File: config.mk
export PLATFORM = sky130hd
export DESIGN_NAME = sync_token_source
export DESIGN_NICKNAME = d
export VERILOG_FILES = /design/src/rtl/token_src_pkg.sv /design/src/rtl/token_sync.sv /design/src/rtl/sync_token_source.sv
export SDC_FILE = /design/constraint.sdc
export NUM_CORES = 1
export LEC_CHECK = 0
export CORE_UTILIZATION = 25
export DETAILED_ROUTE_END_ITERATION = 10
export PLACE_DENSITY = 0.43
export SKIP_CTS_REPAIR_TIMING = 1
export SYNTH_ARGS = -nofsm -noshare
export SYNTH_HDL_FRONTEND = slang
export SYNTH_SLANG_ARGS = --single-unit
File: constraint.sdc
create_clock -name clk -period 7 [get_ports clk]
set_input_delay 1.75 -clock clk [delete_from_list [all_inputs] [get_ports clk]]
set_output_delay 1.75 -clock clk [all_outputs]
set_load 0.05 [all_outputs]
File: src/rtl/token_src_pkg.sv
// Shared definitions for the synchronous token source.
// Holds the handshake state encoding, default parameter values and the
// helper that sizes the FIFO occupancy counter.
package token_src_pkg;

  typedef enum logic [1:0] {
    IDLE  = 2'd0,
    SETUP = 2'd1,
    REQ   = 2'd2,
    RTZ   = 2'd3
  } token_src_state_t;

  localparam int TOKEN_SRC_DATA_W      = 32;
  localparam int TOKEN_SRC_DEPTH       = 4;
  localparam int TOKEN_SRC_SYNC_STAGES = 2;
  localparam int TOKEN_SRC_TIMEOUT     = 255;

  // Occupancy needs one extra bit so that a full FIFO (level == depth)
  // is distinguishable from an empty one.
  function automatic int level_width(input int depth);
    return $clog2(depth) + 1;
  endfunction

endpackage

File: src/rtl/token_sync.sv
// N-flop synchronizer for a single asynchronous level signal.
// All stages clear to 0 on reset so a stale acknowledge never appears
// immediately after reset release.
module token_sync #(
  parameter int STAGES = 2
) (
  input  logic clk,
  input  logic rst,
  input  logic d,
  output logic q
);

  logic [STAGES-1:0] sync_sr;

  // Shift the asynchronous input through the synchronizer chain.
  always_ff @(posedge clk or posedge rst) begin
    if (rst) begin
      sync_sr <= '0;
    end else begin
      sync_sr <= {sync_sr[STAGES-2:0], d};
    end
  end

  assign q = sync_sr[STAGES-1];

endmodule

File: src/rtl/sync_token_source.sv
// Clocked-to-asynchronous bridge feeding a 4-phase bundled-data channel.
// Words from a valid/ready producer are buffered in a small FIFO and each
// one is issued as a single Lreq/Lack handshake with Ldata held stable.
// Optional watchdog: define TOKEN_SRC_TIMEOUT_EN to build the sticky
// timeout flag; otherwise timeout is tied to 0.
module sync_token_source
  import token_src_pkg::*;
#(
  parameter int DATA_W      = TOKEN_SRC_DATA_W,
  parameter int DEPTH       = TOKEN_SRC_DEPTH,
  parameter int SYNC_STAGES = TOKEN_SRC_SYNC_STAGES,
  parameter int TIMEOUT     = TOKEN_SRC_TIMEOUT
) (
  input  logic                          clk,
  input  logic                          rst,
  input  logic                          in_valid,
  output logic                          in_ready,
  input  logic [DATA_W-1:0]             in_data,
  output logic                          Lreq,
  input  logic                          Lack,
  output logic [DATA_W-1:0]             Ldata,
  output logic [level_width(DEPTH)-1:0] level,
  output logic                          busy,
  output logic                          timeout
);

  localparam int AW = $clog2(DEPTH);
  localparam int LW = level_width(DEPTH);
  localparam logic [LW-1:0] FULL_LEVEL = LW'(DEPTH);

  logic [DATA_W-1:0] mem [DEPTH];
  logic [AW-1:0]     wr_ptr;
  logic [AW-1:0]     rd_ptr;
  logic              push;
  logic              pop;
  logic              lack_s;
  token_src_state_t  state;

  token_sync #(
    .STAGES (SYNC_STAGES)
  ) u_lack_sync (
    .clk (clk),
    .rst (rst),
    .d   (Lack),
    .q   (lack_s)
  );

  // Readiness deliberately ignores a same-cycle pop; a full FIFO waits a cycle.
  assign in_ready = !rst && (level != FULL_LEVEL);
  assign push     = in_valid && in_ready;
  assign pop      = (state == IDLE) && (level != '0) && !lack_s;
  assign busy     = (state != IDLE);

  // Storage array has no reset; stale contents are unreachable once the pointers clear.
  always_ff @(posedge clk) begin
    if (push) begin
      mem[wr_ptr] <= in_data;
    end
  end

  // FIFO pointers and occupancy; simultaneous push and pop keep level unchanged.
  always_ff @(posedge clk or posedge rst) begin
    if (rst) begin
      wr_ptr <= '0;
      rd_ptr <= '0;
      level  <= '0;
    end else begin
      if (push) begin
        wr_ptr <= wr_ptr + 1'b1;
      end
      if (pop) begin
        rd_ptr <= rd_ptr + 1'b1;
      end
      case ({push, pop})
        2'b10:   level <= level + 1'b1;
        2'b01:   level <= level - 1'b1;
        default: level <= level;
      endcase
    end
  end

  // Handshake FSM: load data, wait one cycle of bundling margin, raise Lreq,
  // then follow the synchronized acknowledge through both phases.
  always_ff @(posedge clk or posedge rst) begin
    if (rst) begin
      state <= IDLE;
      Lreq  <= 1'b0;
      Ldata <= '0;
    end else begin
      case (state)
        IDLE: begin
          if (pop) begin
            state <= SETUP;
            Ldata <= mem[rd_ptr];
          end
        end
        SETUP: begin
          state <= REQ;
          Lreq  <= 1'b1;
        end
        REQ: begin
          if (lack_s) begin
            state <= RTZ;
            Lreq  <= 1'b0;
          end
        end
        RTZ: begin
          if (!lack_s) begin
            state <= IDLE;
          end
        end
        default: begin
          state <= IDLE;
          Lreq  <= 1'b0;
        end
      endcase
    end
  end

`ifdef TOKEN_SRC_TIMEOUT_EN
  localparam int CW = $clog2(TIMEOUT + 1) + 1;
  localparam logic [CW-1:0] TIMEOUT_VAL = CW'(TIMEOUT);

  logic [CW-1:0] wd_cnt;
  logic          in_handshake;

  assign in_handshake = (state == REQ) || (state == RTZ);

  // Watchdog counts cycles spent in REQ/RTZ; the flag is sticky until reset
  // and only reports, it never aborts the handshake.
  always_ff @(posedge clk or posedge rst) begin
    if (rst) begin
      wd_cnt  <= '0;
      timeout <= 1'b0;
    end else begin
      if (state == SETUP) begin
        wd_cnt <= '0;
      end else if (in_handshake && (wd_cnt != TIMEOUT_VAL)) begin
        wd_cnt <= wd_cnt + 1'b1;
      end
      if (in_handshake && ((wd_cnt + 1'b1) >= TIMEOUT_VAL)) begin
        timeout <= 1'b1;
      end
    end
  end
`else
  assign timeout = 1'b0;
`endif

endmodule

* Word level (Yosys, flattened, before mapping)
Memories as Yosys holds them, arrays and structs flattened. A register that Yosys moved wholly into a read port is not among the register bits. Cells that the tools add are included.
Operators by class: equality and inequality tests 9, reductions and logical operators 14, add/subtract/negate cells 4, mux-type cells 9
Operators with widths (count):
- $pmux W2 S4 | 1
- $eq A2 B2 Y1 const B | 3
- $mux W2 | 3
- $pmux W3 S2 | 1
- $reduce_bool A2 Y1 | 3
- $add A2 B1 Y2 const B | 2
- $eq A2 B1 Y1 const B | 2
- $logic_and A1 B1 Y1 | 4
- $ne A2 B2 Y1 const B | 2
- $reduce_and A2 Y1 | 2
- $add A3 B1 Y3 const B | 1
- $mux W1 | 3
- $ne A3 B3 Y1 const B | 1
- $reduce_and A3 Y1 | 1
- $reduce_bool A3 Y1 | 1
- $sub A3 B1 Y3 const B | 1
- $logic_not A1 Y1 | 2
- $logic_not A2 Y1 | 1
- $ne A2 B1 Y1 const B | 1
- $pmux W1 S2 | 1
Word-level totals: memories 1, output and inout bits 39, input bits 36, word-level logic and storage cells 43, bits in writable memories 128, bits in registers 12
Memories:
- mem | depth 4, width 32, read ports 1, clocked after Yosys merged registers in 1, write ports 1, RTL line sync_token_source.sv:31 | logic [DATA_W-1:0] mem [DEPTH];

* Depth between registers and ports, before layout
Gate-level depths: netlist (run 1).
depth after elaboration 5, gate-level depth with buffers 11, gate-level depth less buffers 10

* Hierarchy
Synthesis (run 1) repeated with hierarchy kept, for this count alone.
Unflattened totals: cells, all modules 301, area total of the unflattened synthesis 6532.5 µm²
By module, submodules not included:
- sync_token_source | area each 6478.7 µm², cells each 298, instances 1, sequential area each 4894.7 µm²
- token_sync | area each 53.8 µm², cells each 3, instances 1, sequential area each 50.0 µm²

* Worst setup path after synthesis (run 1)
Ideal clock, no wire load.
kind input -> output, start point input port rst, end point output port in_ready, slack 2740 ps, required time 5250 ps, buffers on the path 0, cell stages on the path 1, arrival time 2510 ps, cells stage by stage a21oi_1
On the way: word-level cells in the longest chain between the ends 2
Ends and longest elaborated chain:
- start, declared | RTL line sync_token_source.sv:15 | input logic rst,
- $logic_not A1 Y1 (no source line)
- $logic_and A1 B1 Y1 | RTL line sync_token_source.sv:49 | assign in_ready = !rst && (level != FULL_LEVEL);
- end, declared | RTL line sync_token_source.sv:17 | output logic in_ready,
Every way passes these cells.

* Worst setup path in the final report (run 1)
Ends and elaborated chain as after synthesis.

==> results of run 1 <==
routing by layer:
metal / routed length [um] / share of wire (%) / track usage [%]
met1: 5520 / 44 / 12.7
met2: 6460 / 51 / 17.2
met3: 475 / 3.7 / 2.79
met4: 218 / 1.7 / 4.25
met5: 0 / 0 / 0
power by group through the flow:
| stage | logic, mW | clock network, mW | registers, mW |
|---|---|---|---|
| 2_1_floorplan | 0.593 | 0 | 1.78 |
| 3_3_place_gp | 1.29 | 0 | 1.47 |
| 3_5_place_dp | 1.31 | 0 | 1.48 |
| 4_1_cts | 1.31 | 0.977 | 1.46 |
| 5_1_grt | 1.37 | 1.02 | 1.48 |
| 6_report | 1.28 | 0.946 | 1.45 |
path summary, 6_finish.rpt:
path                                                       start                                to  slack (ns)  cells after the start
worst max-delay path                                         rst                          in_ready        2.08                      3
worst min-delay path            u_lack_sync.sync_sr[0]$_DFF_PP0_  u_lack_sync.sync_sr[1]$_DFF_PP0_        0.35                      0
worst max register to register              state[0]$_DFFE_PP0P_              level[2]$_DFFE_PP0P_        4.26                     11
worst min register to register  u_lack_sync.sync_sr[0]$_DFF_PP0_  u_lack_sync.sync_sr[1]$_DFF_PP0_        0.35                      0
max in group asynchronous                                    rst             rd_ptr[0]$_DFFE_PP0P_        4.33                      2
min in group asynchronous                                    rst              level[0]$_DFFE_PP0P_        1.97                      2
layout by cell type, fill, tap and decap left out:
cell type / instances
clkbuf_1: 1
nor3_2: 1
o2bb2ai_1: 1
xnor2_1: 3
bufinv_16: 3
inv_1: 12
a211oi_2: 1
dfrtp_2: 2
clkbuf_16: 17
inv_6: 2
o21ai_0: 1
clkinv_2: 4
mux4_2: 32
buf_4: 2
clkdlybuf4s50_1: 73
nor3_4: 1
clkinv_4: 2
xor2_1: 3
nor3b_1: 1
ha_1: 10
mux2_2: 34
fa_1: 1
a21oi_1: 1
conb_1: 1
o22ai_1: 1
mux2i_1: 1
nor4_1: 1
nand2_1: 1
clkinvlp_4: 3
inv_2: 1
nor2_1: 5
edfxtp_1: 128
and2_2: 4
dfrtp_1: 42
cells in the mapped netlist, drive strengths merged, types with 2 or more instances:
| cell | n |
|---|---|
| mux4 | 32 |
| xor2 | 3 |
| inv | 13 |
| buf | 11 |
| and2 | 4 |
| mux2 | 34 |
| xnor2 | 3 |
| ha | 10 |
| nor3 | 2 |
| dfrtp | 44 |
| nor2 | 5 |
| edfxtp | 128 |
through the flow:
stage	setup WS, ns	power, mW	instance area [um^2]	std cells
after floorplan	2.74	2.38	6530	301
after global placement	2.06	2.76	7600	694
after detailed placement	2.06	2.79	7600	694
after CTS	2.06	3.75	8200	726
after global routing	2.01	3.88	8200	726
final	2.08	3.67	8200	726
layout make-up:
class                           instances  area, um^2
Multi-Input combinational cell        104        1450
Clock inverter                         14         168
Fill cell                            2454       17200
Inverter                               13        48.8
Tap cell                              330         413
Timing Repair Buffer                   75         746
Sequential cell                       172        4950
Clock buffer                           18         429
cells by family after synthesis:
logic type | synth area share, %
AOI/OAI and AO/OA | 0.575
xor gates and xnor gates | 0.805
adders and majority gates | 2.22
buffers and inverters | 2.19
DFF | 75.8
muxes | 17.1
other | 0.0574
and+or+nand+nor | 1.34
state kept, by name, indices dropped and copies added, names as in the netlist:
signal and count:
Ldata 32, Lreq 1, level 3, mem 128
rd_ptr 2, state 2, u_lack_sync.sync_sr 2, wr_ptr 2
==> summary.md, run 1 <==
| Metric | Value |
|---|---|
| Run status | `completed` |
| Final core area utilization | `about a third` |
| Detailed-route wire length | `approximately 13000 um` |
| Synth area leaders | `edfxtp_1, dfrtp_1, mux4_2` |
| Via density | `4.13` |
| Mean Syn Cell Area | `21.7 um^2` |
| Leading area contributor after synthesis | `edfxtp_1` |
| #FFs+latches synth | `172` |
| H-tree levels | `4` |
| Core Area | `25400 um^2` |
| IR drop worst, VDD | `0.177 mV` |
| Routability cong. | `0.666` |
| Number of antenna violations at the first check in global routing | `0` |
| Worst Hold Margin | `~0.35 ns` |
| Worst Path Max Fanout | `3` |
| DRC viols | `0` |
| Max incr delay on CP | `0.81 ns` |
| Power Density | `approximately 450 nW/um^2` |
| Cell count after synthesis | `301` |
| Worst path cell trace | `clkdlybuf4s50_1, a21oi_1, clkdlybuf4s50_1` |
| Pleak | `approximately 2.8 nW` |
| CTS clock-pin slew for the worst setup and hold paths | `0.06 ns` |
| Switching power share of the total | `34.2%` |
| Share of cells above drive strength 1 | `27.5%` |
| 1st-pass router iterations | `4` |
| Slew HR | `approximately 31%` |
| Vias in the first global route | `3421` |
| Clock Path Buffers | `2` |
| Worst-Skew Late Latency | `~0.43 ns` |
| Row count | `between 50 and 60` |
| Chip width | `164 um` |
| Global-route wire length before repair | `about 20000 um` |
| Max Freq | `slightly above 0.2 GHz` |
| Worst Skew | `0.00819 ns` |
| Finish-stage setup viols | `0` |
| Seq pwr share | `~40%` |
| Final period utilization | `70.3%` |
| Asr flop ratio synth | `25.6%` |
| GRT overflow | `0` |
| Delay-heaviest family, CP | `buffers and inverters` |
| Total number of vias | `3002` |
| Worst hold path type | `reg2reg` |
| RSZ-0062 raised after global routing | `no` |
| Tmin final | `~4.9 ns` |
| I/O pin count | `75` |
| Die Y | `~160 um` |
| Internal | `2.42 mW` |
| Setup tns final | `0 ns` |
| Clock power share | `25.7%` |
| 1st-iter DRT viols | `163` |
| Nets | `430` |
| Sequential area share after synthesis | `75.8%` |
| Post-synth EDFFs | `128` |
| Net load switching power | `1.26 mW` |
| WP data arrival | `3.17 ns` |
| Synth warn | `0` |
| Startpoint Class | `input port` |
| Synthesized area | `6530 um^2` |
| WL per Instance | `between 15 and 20 um` |
| Critical Path RT | `~5.3 ns` |
| CP Buf/Inv Count | `2` |
| Routed Antenna Nets | `0` |
| Final Slew Violations | `0` |
| Max_cap viols | `0` |
| CTS root buf | `clkbuf_16` |
| GRT Overall Usage | `10.4%` |
| Port Buffers | `73` |
| Clock Sinks | `around 170` |
| TritonCTS clock tree | `built` |
| Crit path max-delay cell type | `clkdlybuf4s50_1` |
| DIE AREA | `26800 um^2` |
| Initial Util | `25.7%` |
| Most Frequent Cell on Critical Path | `clkdlybuf4s50_1` |
| Ys flop type | `edfxtp_1` |
| Worst-margin pin slew | `1.03 ns` |
| Synth Net Count | `348` |
| Synth top area share | `58.9%` |
| Layout area overhead | `25.6%` |
| CTS buffer count | `17` |
| Hpwl dp | `7620 um` |
| Setup crit end kind | `output port` |
| CP Class | `in2out` |
| # diodes | `0` |
| Final hold vios | `0` |
| Yosys cell types | `27` |
| Combinational share of power | `34.8%` |
| Largest net degree at the start of global routing | `45` |
Note: power is estimated with default switching activity, not from simulation.
==> run 2, diff against run 1 <==
--- a/config.mk
+++ b/config.mk
@@ -7,7 +7,7 @@
 export LEC_CHECK = 0
 export CORE_UTILIZATION = 25
 export DETAILED_ROUTE_END_ITERATION = 10
-export PLACE_DENSITY = 0.43
+export PLACE_DENSITY = 0.44
 export SKIP_CTS_REPAIR_TIMING = 1
 export SYNTH_ARGS = -nofsm -noshare
 export SYNTH_HDL_FRONTEND = slang
==> constraint.sdc (replaced) <==
create_clock -name clk -period 4.5 [get_ports clk]
set_input_delay 1.125 -clock clk [delete_from_list [all_inputs] [get_ports clk]]
set_output_delay 1.125 -clock clk [all_outputs]
set_load 0.05 [all_outputs]
==> run 2 against run 1 <==
Clock skew shrank 0.00096 ns. Worst setup slack got worse by 1.2 ns. Cell count rose by 0.69%. Largest power group unchanged. Largest cell class unchanged. Highest routed layer unchanged. Flip-flop and latch count unchanged.
==> summary.md, run 2 (synthesis results as in run 1) <==
| Metric | Value |
|---|---|
| Commonest cells after routing, fill and taps aside | `edfxtp_1, clkdlybuf4s50_1, dfrtp_1` |
| # fillers | `about 2.4k` |
| Metal-1 WL | `5710 um` |
| Largest register FFs | `128` |
| Combinational share of power | `between 30% and 40%` |
| Finish-stage setup viols | `0` |
| Final period utilization | `81.5%` |
| Row count | `58` |
| Delay-heaviest family, CP | `buffers and inverters` |
| RSZ-0062 raised after global routing | `no` |
| Largest net degree at the start of global routing | `45` |
| Crit path max-delay cell type | `clkdlybuf4s50_1` |
| Setup tns final | `0 ns` |
| H-tree levels | `4` |
| Register area | `4950 um^2` |
| GRT overflow | `0` |
| Max_cap viols | `0` |
| Max Freq | `0.273 GHz` |
| Clock Path Buffers | `2` |
| CTS clock-pin slew for the worst setup and hold paths | `0.07 ns` |
| Internal | `3.67 mW` |
| Nets | `435` |
| Tmin final | `3.67 ns` |
| Pleak | `2.82 nW` |
| CP Buf/Inv Count | `2` |
| Pre-CTS setup slack | `roughly 0.8 ns` |
| Global-route wire length before repair | `20000 um` |
| Routed Antenna Nets | `0` |
| Hpwl dp | `8050 um` |
| Share of cells above drive strength 1 | `28.2%` |
| Chip width | `164 um` |
| Initial Util | `25.7%` |
| Routability cong. | `around 0.66` |
| Detailed-route wire length | `12700 um` |
| CTS root buf | `clkbuf_16` |
| Worst hold path type | `reg2reg` |
| Run status | `completed` |
| Startpoint Class | `input port` |
| TritonCTS clock tree | `built` |
| Setup crit end kind | `output port` |
| Die Y | `164 um` |
| Number of antenna violations at the first check in global routing | `0` |
| Total number of vias | `3042` |
| I/O pin count | `75` |
| Worst Path Max Fanout | `3` |
| DRC viols | `0` |
| Worst-margin pin slew | `1.05 ns` |
| Net load switching power | `roughly 2.0 mW` |
| Leading cell type in the layout, fill and taps excluded | `edfxtp_1` |
| IR drop worst, VDD | `~0.31 mV` |
| Power Density | `689 nW/um^2` |
| Core Area | `25400 um^2` |
| Clock power share | `around 25%` |
| Max incr delay on CP | `0.81 ns` |
| Via density | `about 4.2` |
| Highest routed metal layer | `met4` |
| CTS buffer count | `17` |
| Layout area overhead | `25.6%` |
| 1st-iter DRT viols | `approximately 120` |
| Final Slew Violations | `0` |
| Wire length on met2 | `6350 um` |
| Worst Skew | `0.00722 ns` |
| Worst-Skew Late Latency | `0.42 ns` |
| # diodes | `0` |
| WP data arrival | `between 2 and 3 ns` |
| Vias in the first global route | `about 3.4k` |
| Switching power share of the total | `35.0%` |
| Final hold vios | `0` |
| 1st-pass router iterations | `4` |
| CP Class | `in2out` |
| Clock Sinks | `about 170` |
| Slew HR | `between 20% and 30%` |
| DIE AREA | `26800 um^2` |
| Largest registers | `mem: 128 flops, Ldata: 32 flops, level: 3 flops` |
| WL per Instance | `17.4 um` |
| Critical Path RT | `3.38 ns` |
| GRT Overall Usage | `10.4%` |
| Port Buffers | `73` |
| Post-route setup slack | `about 0.83 ns` |
| Register name with the most flops | `mem` |
| Multi-input gate area | `1450 um^2` |
| Most Frequent Cell on Critical Path | `clkdlybuf4s50_1` |
| Worst path cell trace | `clkdlybuf4s50_1, a21oi_1, clkdlybuf4s50_1` |
| Final Power | `5.65 mW` |
| Seq pwr share | `41.0%` |
| Met3 WL | `444 um` |
==> run 2: cell count changes in the layout (fill, tap and decap cells not counted), sizes merged <==
cell	change
inv	+1
bufinv	-2
buf	+5
clkbuf	+2
clkinvlp	-1
==> run 2: per-layer routing <==
layer | vias up | track usage [%]
li1 | 1349 | -
met1 | 1615 | 13.2
met2 | 61 | 17.0
met3 | 17 | 2.69
met4 | 0 | 4.04
met5 | - | 0
==> run 2: final cells by class <==
type | count | share of cell area [%]
Sequential cell | 172 | 60.4
Multi-Input combinational cell | 104 | 17.6
Timing Repair Buffer | 80 | 9.56
Clock buffer | 20 | 5.45
Tap cell | 330 | 5.04
Clock inverter | 12 | 1.37
Inverter | 13 | 0.595
==> run 2: metrics by stage <==
stage	utilization, %	hold slack, ns	instance area (um^2)	instances
after global placement	30.1	0.335	7640	699
after detailed placement	30.1	0.336	7640	699
final	32.3	0.355	8200	731
after global routing	32.3	0.372	8200	731
after floorplan	-	0.331	6530	301
after CTS	32.3	0.352	8200	731
==> run 2: power groups by stage <==
| stage | combinational (mW) | sequential, mW | clock [mW] |
|---|---|---|---|
| 3_3_place_gp | 1.96 | 2.35 | 0 |
| 5_1_grt | 2.07 | 2.38 | 1.50 |
| 2_1_floorplan | 0.923 | 2.77 | 0 |
| 4_1_cts | 1.98 | 2.34 | 1.43 |
| 3_5_place_dp | 1.98 | 2.37 | 0 |
| 6_report | 1.94 | 2.31 | 1.39 |
==> run 2: path summary, 6_finish.rpt <==
kind	slack (ns)	end	start	cells past startpoint
worst max-delay path	0.83	in_ready	rst	3
worst min-delay path	0.36	u_lack_sync.sync_sr[1]$_DFF_PP0_	u_lack_sync.sync_sr[0]$_DFF_PP0_	0
worst max register to register	1.80	level[2]$_DFFE_PP0P_	state[0]$_DFFE_PP0P_	11
max in group asynchronous	2.42	rd_ptr[1]$_DFFE_PP0P_	rst	2
min in group asynchronous	1.36	level[2]$_DFFE_PP0P_	rst	2
worst min register to register	0.36	u_lack_sync.sync_sr[1]$_DFF_PP0_	u_lack_sync.sync_sr[0]$_DFF_PP0_	0
==> run 3, diff against run 2 <==
==> constraint.sdc (replaced) <==
create_clock -name clk -period 3 [get_ports clk]
set_input_delay 0.75 -clock clk [delete_from_list [all_inputs] [get_ports clk]]
set_output_delay 0.75 -clock clk [all_outputs]
set_load 0.05 [all_outputs]
==> run 3 against run 2 <==
Critical endpoint is now busy. Register-to-register slack got worse by 1.0 ns. First-iteration DRC count increased by 17%. Largest cell class unchanged. Wire length decreased by 0.70%. Cell count increased by 0.27%. Die area unchanged. Critical path type is now reg2out.
==> summary.md, run 3 (synthesis results as in run 1) <==
| Metric | Value |
|---|---|
| CTS root buf | `clkbuf_16` |
| Number of antenna violations at the first check in global routing | `0` |
| GRT Overall Usage | `10.3%` |
| Max incr delay on CP | `between 0.8 and 0.9 ns` |
| Die Y | `164 um` |
| Critical Path RT | `approximately 2.3 ns` |
| Routed Antenna Nets | `0` |
| Vias in the first global route | `3318` |
| Leading cell type in the layout, fill and taps excluded | `edfxtp_1` |
| Worst-Skew Late Latency | `0.43 ns` |
| CP Buf/Inv Count | `3` |
| Final period utilization | `95.1%` |
| Tmin final | `2.85 ns` |
| DRC viols | `0` |
| Initial Util | `25.7%` |
| Internal | `5.48 mW` |
| Row count | `58` |
| Setup tns final | `0 ns` |
| Final core area utilization | `roughly 33%` |
| Register name with the most flops | `mem` |
| Setup crit end kind | `output port` |
| Largest registers | `mem: 128 flops, Ldata: 32 flops, level: 3 flops` |
| RSZ-0062 raised after global routing | `no` |
| Most Frequent Cell on Critical Path | `inv_1` |
| Share of cells above drive strength 1 | `~29%` |
| Final hold vios | `0` |
| Combinational share of power | `36.1%` |
| Port Buffers | `73` |
| 1st-iter DRT viols | `136` |
| Routability cong. | `0.649` |
| Commonest cells after routing, fill and taps aside | `edfxtp_1, clkdlybuf4s50_1, dfrtp_1` |
| Clock Path Buffers | `2` |
| Delay-heaviest family, CP | `buffers and inverters` |
| Seq pwr share | `39.7%` |
| GRT overflow | `0` |
| Worst Path Max Fanout | `4` |
| Pleak | `2.84 nW` |
| Run status | `completed` |
| Nets | `437` |
| Switching power share of the total | `a little over a third` |
| WP data arrival | `2.10 ns` |
| CTS clock-pin slew for the worst setup and hold paths | `0.07 ns` |
| Worst hold path type | `reg2reg` |
| TritonCTS clock tree | `built` |
| Largest register FFs | `128` |
| CP Class | `reg2out` |
| DIE AREA | `26800 um^2` |
| Crit path max-delay cell type | `clkdlybuf4s50_1` |
| Startpoint Class | `register` |
| Max_cap viols | `0` |
| Power Density | `1030 nW/um^2` |
| # diodes | `0` |
| Worst path cell trace | `inv_1, ha_1, inv_1, clkdlybuf4s50_1` |
| 1st-pass router iterations | `4` |
| Worst Skew | `about 0.012 ns` |
| Finish-stage setup viols | `0` |
| IR drop worst, VDD | `0.413 mV` |
| Net load switching power | `3.03 mW` |
| Max Freq | `0.351 GHz` |
| Via density | `4.14` |
| Total number of vias | `3033` |
| H-tree levels | `4` |
| WL per Instance | `17.3 um` |
| Chip width | `164 um` |
| Layout area overhead | `27.1%` |
| Hpwl dp | `7690 um` |
| Worst-margin pin slew | `between 0.8 and 0.9 ns` |
| Core Area | `25400 um^2` |
| CTS buffer count | `17` |
| Detailed-route wire length | `12700 um` |
| Clock Sinks | `172` |
| Final Slew Violations | `0` |
| Slew HR | `40.8%` |
| Clock power share | `between 20 and 25%` |
| I/O pin count | `75` |
| Largest net degree at the start of global routing | `34` |
| Global-route wire length before repair | `19600 um` |
==> run 3: worst paths after layout <==
path                                                        from                               end  slack (ns)  cells after the start
worst max-delay path                        state[0]$_DFFE_PP0P_                              busy        0.15                      4
worst min-delay path            u_lack_sync.sync_sr[0]$_DFF_PP0_  u_lack_sync.sync_sr[1]$_DFF_PP0_        0.35                      0
worst max register to register              state[0]$_DFFE_PP0P_              level[2]$_DFFE_PP0P_        0.80                     10
worst min register to register  u_lack_sync.sync_sr[0]$_DFF_PP0_  u_lack_sync.sync_sr[1]$_DFF_PP0_        0.35                      0
max in group asynchronous                                    rst             Ldata[30]$_DFFE_PP0P_        1.68                      3
min in group asynchronous                                    rst                  Lreq$_DFFE_PP0P_        0.78                      2
==> run 3: per-stage QoR <==
step                      worst slack [ns]  instances  power (mW)  hold WS, ns  instance area [um^2]
final                                0.148        733        8.51        0.348                  8290
after floorplan                      0.443        301        5.55        0.331                  6530
after global routing                0.0394        733        8.97        0.372                  8290
after CTS                            0.124        733        8.68        0.352                  8290
after detailed placement             0.465        701        6.58        0.336                  7740
after global placement               0.496        701        6.53        0.332                  7740
==> run 3: worst reg2reg max path, cell delays in order (launching register included) <==
cell and delay (ns):
dfrtp_1 0.40, inv_1 0.13, ha_1 0.21, inv_1 0.10
nor3_4 0.20, ha_1 0.20, inv_1 0.06, fa_1 0.37
xor2_1 0.15, nor2_1 0.12, xor2_1 0.17
==> run 3: cell type report <==
| cell class | count | area, um^2 |
|---|---|---|
| fill | 2470 | 17100 |
| sequential | 172 | 4950 |
| multi-input combinational | 104 | 1450 |
| timing repair buffer | 82 | 883 |
| clock buffer | 17 | 425 |
| tap | 330 | 413 |
| clock inverter | 15 | 131 |
| inverter | 13 | 48.8 |
==> run 3: power by group through the flow <==
stage,Sequential (mW),Clock (mW),Combinational (mW)
floorplan,4.16,0,1.38
global placement,3.43,0,3.10
detailed placement,3.45,0,3.13
CTS,3.40,2.14,3.14
global route,3.46,2.23,3.28
finish,3.38,2.06,3.07
==> run 3: routing by layer <==
layer | track usage (%) | vias to the layer above | share of wire, % | routed length, um
met1 | 12.7 | 1596 | 43 | 5430
met4 | 4.04 | 0 | 1.7 | 209
met2 | 17.0 | 65 | 51 | 6470
li1 | - | 1357 | - | -
met5 | 0 | - | 0 | 0
met3 | 2.97 | 15 | 4.3 | 546
